**config.mk**
```make
export PLATFORM = sky130hd
export DESIGN_NAME = jno_flag_gen
export DESIGN_NICKNAME = d
export VERILOG_FILES = /design/src/rtl/jno_flag_gen_pkg.sv /design/src/rtl/jno_flag_gen_pend_counter.sv /design/src/rtl/jno_flag_gen.sv
export SDC_FILE = /design/constraint.sdc
export NUM_CORES = 1
export LEC_CHECK = 0
export CORE_MARGIN = 4
export CORE_UTILIZATION = 25
export DETAILED_ROUTE_END_ITERATION = 16
export PLACE_DENSITY = 0.63
export SLEW_MARGIN = 20
export SYNTH_ARGS = -nofsm -noshare
export SYNTH_HDL_FRONTEND = slang
export SYNTH_SLANG_ARGS = --single-unit
```
**constraint.sdc**
```tcl
create_clock -name clk -period 1.8 [get_ports clk]
set_input_delay 0.18 -clock clk [delete_from_list [all_inputs] [get_ports clk]]
set_output_delay 0.18 -clock clk [all_outputs]
set_load 0.01 [all_outputs]
```
**src/rtl/jno_flag_gen_pkg.sv**
```systemverilog
// Shared definitions for the JNO condition path: FSM encodings, check-vector
// bit positions and the resolve condition.
package jno_flag_gen_pkg;

    typedef enum logic [1:0] {
        ST_IDLE    = 2'd0,
        ST_WAIT    = 2'd1,
        ST_RESOLVE = 2'd2
    } jno_state_e;

    localparam int CHK_OVF   = 1;
    localparam int CHK_CARRY = 0;

    // Flags are final only when nothing is outstanding and nothing writes this cycle.
    function automatic logic flags_settled(input logic zero, input logic alu_valid);
        return zero && !alu_valid;
    endfunction

endpackage

```
**src/rtl/jno_flag_gen_pend_counter.sv**
```systemverilog
// Saturating up/down counter of outstanding ALU ops with registered full flag.
module pend_counter #(
    parameter int PEND_W = 2
) (
    input  logic clk_i,
    input  logic reset_i,
    input  logic inc_i,
    input  logic dec_i,
    output logic full_o,
    output logic zero_o
);

    localparam logic [PEND_W-1:0] CNT_MAX = {PEND_W{1'b1}};

    logic [PEND_W-1:0] count_q, count_d;
    logic              full_q;

    always_comb begin
        count_d = count_q;
        if (inc_i && !dec_i) begin
            if (!full_q) count_d = count_q + PEND_W'(1);
        end else if (dec_i && !inc_i) begin
            // A completion with nothing outstanding is a protocol error; hold at 0.
            if (count_q != '0) count_d = count_q - PEND_W'(1);
        end
    end

    always_ff @(posedge clk_i) begin
        if (reset_i) begin
            count_q <= '0;
            full_q  <= 1'b0;
        end else begin
            count_q <= count_d;
            full_q  <= (count_d == CNT_MAX);
        end
    end

    assign full_o = full_q;
    assign zero_o = (count_q == '0);

endmodule

```
**src/rtl/jno_flag_gen.sv**
```systemverilog
// JNO producer: registered overflow/carry flags, outstanding-op tracking and a
// request FSM returning taken/not-taken over a valid/ack handshake.
module jno_flag_gen
    import jno_flag_gen_pkg::*;
#(
    parameter int ADDR_W = 8,
    parameter int PEND_W = 2
) (
    input  logic              clk,
    input  logic              reset,
    input  logic              alu_issue,
    input  logic              alu_valid,
    input  logic              alu_ovf,
    input  logic              alu_carry,
    input  logic              flag_clr,
    output logic              alu_full,
    input  logic              jno_req,
    input  logic [ADDR_W-1:0] jno_target,
    output logic              jno_ready,
    output logic [1:0]        check,
    output logic              resolve_valid,
    output logic              resolve_taken,
    output logic [ADDR_W-1:0] resolve_target,
    input  logic              resolve_ack,
    output logic [1:0]        dbg_state
);

    // Handshakes: jno_req is accepted in a cycle where jno_req && jno_ready;
    // a result transfers in a cycle where resolve_valid && resolve_ack, and
    // resolve_* stay stable from rising valid until that transfer.

    logic              ovf_q, carry_q;
    logic              pend_zero, pend_full;
    logic              settled;
    jno_state_e        state_q;
    logic              rvalid_q, rtaken_q;
    logic [ADDR_W-1:0] rtarget_q;

    pend_counter #(.PEND_W(PEND_W)) u_pend (
        .clk_i   (clk),
        .reset_i (reset),
        .inc_i   (alu_issue),
        .dec_i   (alu_valid),
        .full_o  (pend_full),
        .zero_o  (pend_zero)
    );

    always_ff @(posedge clk) begin
        if (reset) begin
            ovf_q   <= 1'b0;
            carry_q <= 1'b0;
        end else if (alu_valid) begin
            ovf_q   <= alu_ovf;
            carry_q <= alu_carry;
        end else if (flag_clr) begin
            ovf_q   <= 1'b0;
            carry_q <= 1'b0;
        end
    end

    assign settled = flags_settled(pend_zero, alu_valid);

    always_ff @(posedge clk) begin
        if (reset) begin
            state_q   <= ST_IDLE;
            rvalid_q  <= 1'b0;
            rtaken_q  <= 1'b0;
            rtarget_q <= '0;
        end else begin
            case (state_q)
                ST_IDLE: begin
                    if (jno_req) begin
                        rtarget_q <= jno_target;
                        if (settled) begin
                            rtaken_q <= ~ovf_q;
                            rvalid_q <= 1'b1;
                            state_q  <= ST_RESOLVE;
                        end else begin
                            state_q  <= ST_WAIT;
                        end
                    end
                end
                ST_WAIT: begin
                    if (settled) begin
                        rtaken_q <= ~ovf_q;
                        rvalid_q <= 1'b1;
                        state_q  <= ST_RESOLVE;
                    end
                end
                ST_RESOLVE: begin
                    if (resolve_ack) begin
                        rvalid_q <= 1'b0;
                        state_q  <= ST_IDLE;
                    end
                end
                default: begin
                    rvalid_q <= 1'b0;
                    state_q  <= ST_IDLE;
                end
            endcase
        end
    end

    assign check[CHK_OVF]   = ovf_q;
    assign check[CHK_CARRY] = carry_q;
    assign alu_full         = pend_full;
    assign jno_ready        = (state_q == ST_IDLE) && !reset;
    assign resolve_valid    = rvalid_q;
    assign resolve_taken    = rtaken_q;
    assign resolve_target   = rtarget_q;
    assign dbg_state        = state_q;

endmodule

```
# Word-level counts from Yosys, hierarchy flattened
# Cells that the tools add are included.
dict set report word_totals {
  ff_bits 17
  input_bits 17
  output_inout_bits 16
  wordCells 52
}
dict set report op_classes {
  add_sub_neg 2
  eq_ne 6
  muxes 19
  bitwise 1
  n_reduce_logical 16
}
# operator n
set op_table {}
lappend op_table {{2-bit two-way mux} 8}
lappend op_table {{1-bit two-way mux} 8}
lappend op_table {{2-bit inequality test (second input constant)} 3}
lappend op_table {{2-bit one-hot mux with 3 select lines} 1}
lappend op_table {{2-bit AND reduction} 3}
lappend op_table {{2-bit nonzero test} 3}
lappend op_table {{2-bit == test (second input constant)} 2}
lappend op_table {{1-bit logical AND} 4}
lappend op_table {{2-bit zero test} 2}
lappend op_table {{1-bit zero test} 3}
lappend op_table {{1-bit one-hot mux with 3 select lines} 1}
lappend op_table {{3-bit AND reduction} 1}
lappend op_table {{2-bit by 1-bit adder with 2-bit output (second input constant)} 1}
lappend op_table {{2-bit by 1-bit == test with 1-bit output (second input constant)} 1}
lappend op_table {{1-bit one-hot mux with 2 select lines} 1}
lappend op_table {{2-bit by 1-bit subtractor with 2-bit output (second input constant)} 1}
lappend op_table {{1-bit NOT} 1}

# Longest topological paths before layout
# Gate-level depths: netlist of run 1.
dict set report logic_depth {
  depth_word 5
  mapped_depth 5
  depth_no_buf 5
}

# Cells and area by module
# Synthesis of run 1 repeated with hierarchy kept, for this count alone.
dict set report hier_totals {
  hier_cells 77
  area_unflattened_um2 744.5
}
# module n_inst cells_each area_each_um2 seq_area_each_um2
set modules_own_cells {}
lappend modules_own_cells {jno_flag_gen 1 55 540.5 280.3}
lappend modules_own_cells {pend_counter 1 22 203.9 60.1}

# Least setup slack after synthesis of run 1
# OpenSTA, ideal clock, no wires.
dict set report synth_timing {
  path_kind {reg2reg}
  start {reg u_pend.count_q[0]}
  end {reg u_pend.full_q, in the netlist u_pend.full_o}
  setup_time_ns 0.088
  t_arrival_ns 1.215
  required_ns 1.712
  path_slack_ns 0.497
  stages_incl_launch_ff 6
  synth_period_minus_slack_ns 1.303
  cell_sequence {dfxtp_1 -> inv_1 -> ha_1 -> inv_1 -> o311a_2 -> nor4_2}
}
dict set report synth_between {
  elab_chain_cells 5
}
# element line
set synth_lines {}
lappend synth_lines {{start, declared} jno_flag_gen_pend_counter.sv:15} ;# logic [PEND_W-1:0] count_q, count_d;
lappend synth_lines {{start signal, assigned} jno_flag_gen_pend_counter.sv:33} ;# count_q <= count_d;
lappend synth_lines {{2-bit by 1-bit subtractor with 2-bit output or 2-bit nonzero test (tied branches)} jno_flag_gen_pend_counter.sv:24} ;# if (count_q != '0) count_d = count_q - PEND_W'(1);
lappend synth_lines {{2-bit two-way mux} jno_flag_gen_pend_counter.sv:24}
lappend synth_lines {{2-bit two-way mux} jno_flag_gen_pend_counter.sv:22} ;# end else if (dec_i && !inc_i) begin
lappend synth_lines {{2-bit two-way mux *} jno_flag_gen_pend_counter.sv:20} ;# if (inc_i && !dec_i) begin
lappend synth_lines {{2-bit == test *} jno_flag_gen_pend_counter.sv:34} ;# full_q <= (count_d == CNT_MAX);
lappend synth_lines {{end signal, assigned} jno_flag_gen_pend_counter.sv:34}
lappend synth_lines {{end, declared} jno_flag_gen_pend_counter.sv:16} ;# logic full_q;
# Every way passes the cells marked *; elsewhere a longest branch is shown, timed or not.
# A chain may end at the register's enable or synchronous reset.

# Final worst setup path of run 1
dict set report layout_timing {
  start {reg state_q[1], in the netlist dbg_state[1]}
  end {out jno_ready}
}
dict set report layout_between {
  elab_chain_cells 2
}
# element line
set layout_lines {}
lappend layout_lines {{start, declared} jno_flag_gen.sv:35} ;# jno_state_e state_q;
lappend layout_lines {{start signal, assigned} jno_flag_gen.sv:65} ;# state_q <= ST_IDLE;
lappend layout_lines {{start signal, assigned} jno_flag_gen.sv:77} ;# state_q <= ST_RESOLVE;
lappend layout_lines {{start signal, assigned} jno_flag_gen.sv:79} ;# state_q <= ST_WAIT;
lappend layout_lines {{2-bit zero test} jno_flag_gen.sv:107} ;# assign jno_ready = (state_q == ST_IDLE) && !reset;
lappend layout_lines {{1-bit logical AND} jno_flag_gen.sv:107}
lappend layout_lines {{end, declared} jno_flag_gen.sv:19} ;# output logic jno_ready,
# Every way passes these cells.

==> flow_summary.yaml, run 1 <==
synth:
  syn_area_um2: 753.2
  syn_inst: 78
  synth_nets: 98
  postSynthAreaPerCell_um2: 9.657
  ys_seq_area_share_pct: 45.18
  yosysWarnings: 0
  yosysUniqueCellTypes: 25
  ys_ff_latch: 17
worst_setup_path:
  worstSetupEndpointType: "primary output"
  worstSetupStartpointType: "flip-flop"
  cp_slowest_stage_delay_ns: 0.57
  cp_slowest_cell: "clkdlybuf4s50_1"
  crit_chain: "nor3_1, clkdlybuf4s50_1"
  worstPathArrival_ns: 1.45
  r2r_slack_ns: 0.36
  critical_path_class: "reg -> out"
  r2r-start: "u_pend.count_q[0]"
  reg2reg_to: "u_pend.full_o"
  r2r_cells: 5
  required_ns: 1.62
  path_max_fanout: 9
place:
  portBuffers: 32
  gp_congestion: 0.6893
  post_dp_cell_area_um2: 1104
  place_hpwl_mm: 1.332
  dp.cells: 138
detailed_routing:
  drc: 0
  ant_nets: 0
  drt_iter0_markers: 21
  via_count: 649
  drt-pass1-iter-count: 4
  wl_per_cell_um: 12.06
  wirelength_mm: 1.712
  viasPerCell: 4.570
sta:
  hold_viol_final: 0
  slew_headroom_pct: 76.98
  min_period_ns: 1.633
  slew_violations: 0
  post-route-period-util_pct: 90.71
  max_freq_ghz: 0.6124
  rsz0062_at_grt: "no"
  tightest_slew_ns: 0.3432
  finalSetupViolCount: 0
  whs_ns: 0.4758
  finClkSkew_ns: 0.003902
  tns_ns: 0
finish:
  final_cells: 142
  fillers: 286
  num_antenna_cells: 0
  layout_common_cells: "32 x clkdlybuf4s50_1, 17 x dfxtp_1, 13 x nor2_1"
  nNetsFinal: 132
  area_growth_syn_to_layout_pct: 50.00
  multiInputGateArea_um2: 370.4
  drive_gt1_share_pct: 11.71
  layout_commonest_cell: "clkdlybuf4s50_1"
  fin_area_um2: 1130
  seqCellArea_um2: 340.3
die:
  die_w_um: 62.89
  die_area_um2: 3955
  rows: 19
  ios: 33
  die_height_um: 62.89
  initial_core_util_pct: 26.63
  core-area_um2: 2829
global_route:
  grt_pass1_vias: 609
  grt_usage_pct: 7.949
  antenna_found_initial: 0
  grt_pass1_wl_mm: 2.656
  grt_start_max_net_pins: 17
  grt.overflow.total: 0
clock_tree:
  holdBufCountCts: 0
  root_buffer: "clkbuf_4"
  clkSinkCount: 17
  cts_resized: 0
  clk_path_buf_depth: 2
  post-cts-setup-buffers: 0
  cts_made_buffers: 3
  cts_tree: "done"
  clk_pin_slew_ns: 0.10
  worstSkewPairLatency_ns: 0.28
  h-tree-depth: 1
worst_hold_path:
  worstHoldStart: "resolve_valid"
  hold_depth: 2
  holdPathEnd: "resolve_valid"
  hp-class: "reg -> reg"
pwr:
  total_power_w: 0.0008213
  ir_worst_vdd_uv: 314.3
  leakage_nw: 0.4382
  powerDensity_nw_per_um2: 726.9
status:
  status: "complete, no violations"
flow_run:
  cap_violations: 0
[layer usage]
layer | share of wire [%] | up-vias | GRT usage [%]
met3 | 7.4 | 0 | 3.237
met5 | 0 | - | 0
met4 | 0 | 0 | 0.8264
met1 | 46 | 293 | 9.160
met2 | 47 | 23 | 14.10
li1 | - | 333 | -
[where the power goes]
group | internal [W] | switching, W | leakage (nW)
combinational | 0.000121 | 0.0000788 | 0.283
sequential | 0.000403 | 0.0000209 | 0.140
clock | 0.0000858 | 0.000112 | 0.0150
[cell type report]
type,instances,share of cell area [%]
well taps,31,3.433
flip-flops and latches,17,30.12
inverters,3,0.9967
clock buffers,4,2.326
repair buffers,35,30.34
multi-input cells,52,32.78
[through the flow]
| step | worst slack [ns] | util [%] |
|---|---|---|
| after CTS | 0.1618 | 39.94 |
| after floorplan | 0.4973 | - |
| after detailed placement | 0.2392 | 39.01 |
| after global routing | 0.05251 | 39.94 |
| after global placement | 0.2712 | 39.01 |
| final | 0.1672 | 39.94 |
[flip-flops by register name, summed over array words and instances (netlist names)]
| signal | count |
|---|---|
| u_pend.full_o | 1 |
| resolve_target | 8 |
| ovf_q | 1 |
| u_pend.count_q | 2 |
| resolve_valid | 1 |
| resolve_taken | 1 |
| dbg_state | 2 |
| carry_q | 1 |
[cell families after synthesis]
family,share of synthesized area [%]
flip-flops,45.18
multiplexers,12.13
AO/OA/AOI/OAI,10.30
buffers and inverters,6.312
AND/OR/NAND/NOR,21.10
adder cells (fa/ha/maj),4.984
[critical path, delay by kind of cell (launching register included)]
kind	cells	cell delay, ns
AND/OR/NAND/NOR	1	0.20
flip-flops	1	0.40
buffers and inverters	1	0.57
[Yosys cell counts]
library cell	n	area (um2)
nor4b_1	1	8.760
and3_4	1	11.26
a21oi_1	5	25.02
nor4_2	1	12.51
nor2_1	13	48.80
o21ai_0	3	15.01
dfxtp_1	17	340.3
nand2b_2	1	8.760
o311a_2	1	11.26
a211oi_1	1	7.510
or3_1	2	12.51
mux2i_1	8	80.08
o21bai_2	1	11.26
nor2b_2	1	8.760
inv_1	3	11.26
mux2_1	1	11.26
clkbuf_1	1	3.750
o31ai_1	1	7.510
nand2_1	2	7.510
or4_1	1	7.510
nor3_1	2	10.01
ha_1	3	37.54
buf_4	3	22.52
nor3b_1	3	22.52
buf_2	2	10.01
[worst max-delay path by stage]
stage | from | endpoint | slack, ns
6_report | dbg_state[1] | jno_ready | 0.17
5_1_grt | dbg_state[1] | jno_ready | 0.05
4_1_cts | dbg_state[1] | jno_ready | 0.16
3_5_place_dp | alu_valid | u_pend.full_o | 0.24
3_3_place_gp | alu_valid | u_pend.full_o | 0.27
2_1_floorplan | u_pend.count_q[0] | u_pend.full_o | 0.50
(Power assumes the default switching activity.)
==> run 2, diff against run 1 <==
SYNTH_HIERARCHICAL = 1   (was default)
==> flow_summary.yaml, run 2 <==
place:
  dp.cells: 139
  place_hpwl_mm: 1.357
  gp_congestion: 0.6890
  portBuffers: 32
synth:
  ys_top_cells_by_area: "dfxtp_1 46%, mux2i_1 12%, nor2_1 7.1%"
  synth_nets: 97
  syn_area_um2: 744.5
  synth_edf_count: 0
  synth_top_cell_by_area: "dfxtp_1"
  ys_seq_area_share_pct: 45.71
  yosysWarnings: 6
  synth_ff_type: "dfxtp_1"
  post-synth-top-count-cell: "dfxtp_1"
  postSynthAreaPerCell_um2: 9.668
  synth-async-reset-ratio_pct: 0
  synth_common_cells: "17 x dfxtp_1, 14 x nor2_1, 9 x mux2i_1"
  ys_ff_latch: 17
  yosysUniqueCellTypes: 25
  syn_inst: 77
  yosysTopAreaCellShare_pct: 45.71
worst_setup_path:
  r2r_slack_ns: 0.24
  critPathLaunch: "dbg_state[1]"
  reg2reg_to: "u_pend/full_o"
  endpoint: "jno_ready"
  r2r-start: "u_pend/count_q[0]"
  worstSetupEndpointType: "primary output"
  worstPathArrival_ns: 1.41
  required_ns: 1.62
  path_max_fanout: 7
  r2r_cells: 5
  critical_path_class: "reg -> out"
  worstSetupStartpointType: "flip-flop"
sta:
  slew_violations: 0
  finalSetupViolCount: 0
  max_freq_ghz: 0.6307
  tns_ns: 0
  slew_headroom_pct: 81.35
  tightest_slew_ns: 0.2768
  whs_ns: 0.4681
  post-route-period-util_pct: 88.08
  min_period_ns: 1.585
  finClkSkew_ns: 0.001663
  rsz0062_at_grt: "no"
  hold_viol_final: 0
detailed_routing:
  via_count: 637
  wirelength_mm: 1.640
  drc: 0
  ant_nets: 0
  dr_wl_met2_um: 848
  wl_per_cell_um: 11.47
  wl_met3_um: 77
  wl_met1_um: 691
  highest_layer: "met4"
  viasPerCell: 4.455
  drt-pass1-iter-count: 2
  drt_iter0_markers: 13
global_route:
  antenna_found_initial: 0
  grt_pass1_vias: 662
  grt.overflow.total: 0
  grt_pass1_wl_mm: 2.794
  grt_start_max_net_pins: 18
  grt_usage_pct: 8.625
finish:
  num_antenna_cells: 0
  drive_gt1_share_pct: 9.821
  largest_reg_flops: 8
  fillers: 283
  layout_commonest_cell: "clkdlybuf4s50_1"
  area_growth_syn_to_layout_pct: 51.60
  nNetsFinal: 133
  final_cells: 143
  layout_common_cells: "32 x clkdlybuf4s50_1, 17 x dfxtp_1, 14 x nor2_1"
die:
  die_height_um: 62.57
  rows: 19
  ios: 33
  die_w_um: 62.57
  die_area_um2: 3915
  initial_core_util_pct: 26.54
  core-area_um2: 2805
clock_tree:
  cts_made_buffers: 3
  clk_pin_slew_ns: 0.09
  h-tree-depth: 1
  cts_resized: 0
  clkSinkCount: 17
  cts_tree: "done"
  worstSkewPairLatency_ns: 0.27
  root_buffer: "clkbuf_4"
  holdBufCountCts: 0
  clk_path_buf_depth: 2
  post-cts-setup-buffers: 0
pwr:
  ir_worst_vdd_uv: 254.4
  leakage_nw: 0.4429
  powerDensity_nw_per_um2: 727.8
status:
  status: "complete, no violations"
worst_hold_path:
  worstHoldStart: "resolve_valid"
  hp-class: "reg -> reg"
flow_run:
  cap_violations: 0
==> run 2: through the flow <==
step           total power (W)  setup WS (ns)  utilization (%)  instance area [um2]
2_1_floorplan        0.0005273         0.3532                -                744.5
3_3_place_gp         0.0006371         0.2093            39.30                 1102
3_5_place_dp         0.0006408         0.1689            39.30                 1102
4_1_cts              0.0008367         0.1932            40.23                 1129
5_1_grt              0.0008744        0.07691            40.23                 1129
6_report             0.0008214         0.2145            40.23                 1129
==> run 2: critical path, cell delays in order (launching register included) <==
cell	delay (ns)
dfxtp_1	0.37
nor3_1	0.20
clkdlybuf4s50_1	0.56
==> run 2: worst min-delay path by stage <==
stage	endpoint	cells after the start	slack, ns
2_1_floorplan	dbg_state[1]	1	0.25
3_5_place_dp	resolve_valid	2	0.46
6_report	resolve_valid	2	0.47
5_1_grt	resolve_valid	2	0.50
4_1_cts	resolve_valid	2	0.47
3_3_place_gp	resolve_valid	2	0.46
==> run 2: layer usage <==
layer  GRT usage (%)  up-vias
met5               0        -
met1           8.324      291
met3           2.698        2
met4           4.132        0
li1                -      331
met2           16.38       13
==> run 2: logic make-up (layout without fill, tap and decap cells) <==
family | after synthesis | in the layout | synth area share (%)
AND/OR/NAND/NOR | 30 | 30 | 21.52
buffers and inverters | 6 | 41 | 4.200
flip-flops | 17 | 17 | 45.71
adder cells (fa/ha/maj) | 3 | 3 | 5.043
AO/OA/AOI/OAI | 11 | 11 | 9.412
multiplexers | 10 | 10 | 14.12
==> run 2: cell type report <==
class | instances | area [um2] | share of cell area [%]
Inverter | 2 | 7.507 | 0.6652
Tap cell | 31 | 38.79 | 3.437
Multi-Input combinational cell | 54 | 372.9 | 33.04
Sequential cell | 17 | 340.3 | 30.16
Timing Repair Buffer | 35 | 342.8 | 30.38
Clock buffer | 4 | 26.28 | 2.328
==> run 2: report_power, final <==
group	internal, W	total [W]	leakage [nW]	switching, W
sequential	0.000404	0.000424	0.140	0.0000200
combinational	0.000125	0.000204	0.288	0.0000791
clock	0.0000858	0.000193	0.0150	0.000107
total	0.000615	0.000821	0.443	0.000206
==> run 3, diff against run 2 <==
CAP_MARGIN = 10   (was default)
==> results of run 3 <==
No change in the layout: final DEF, timing and power equal those of run 2.
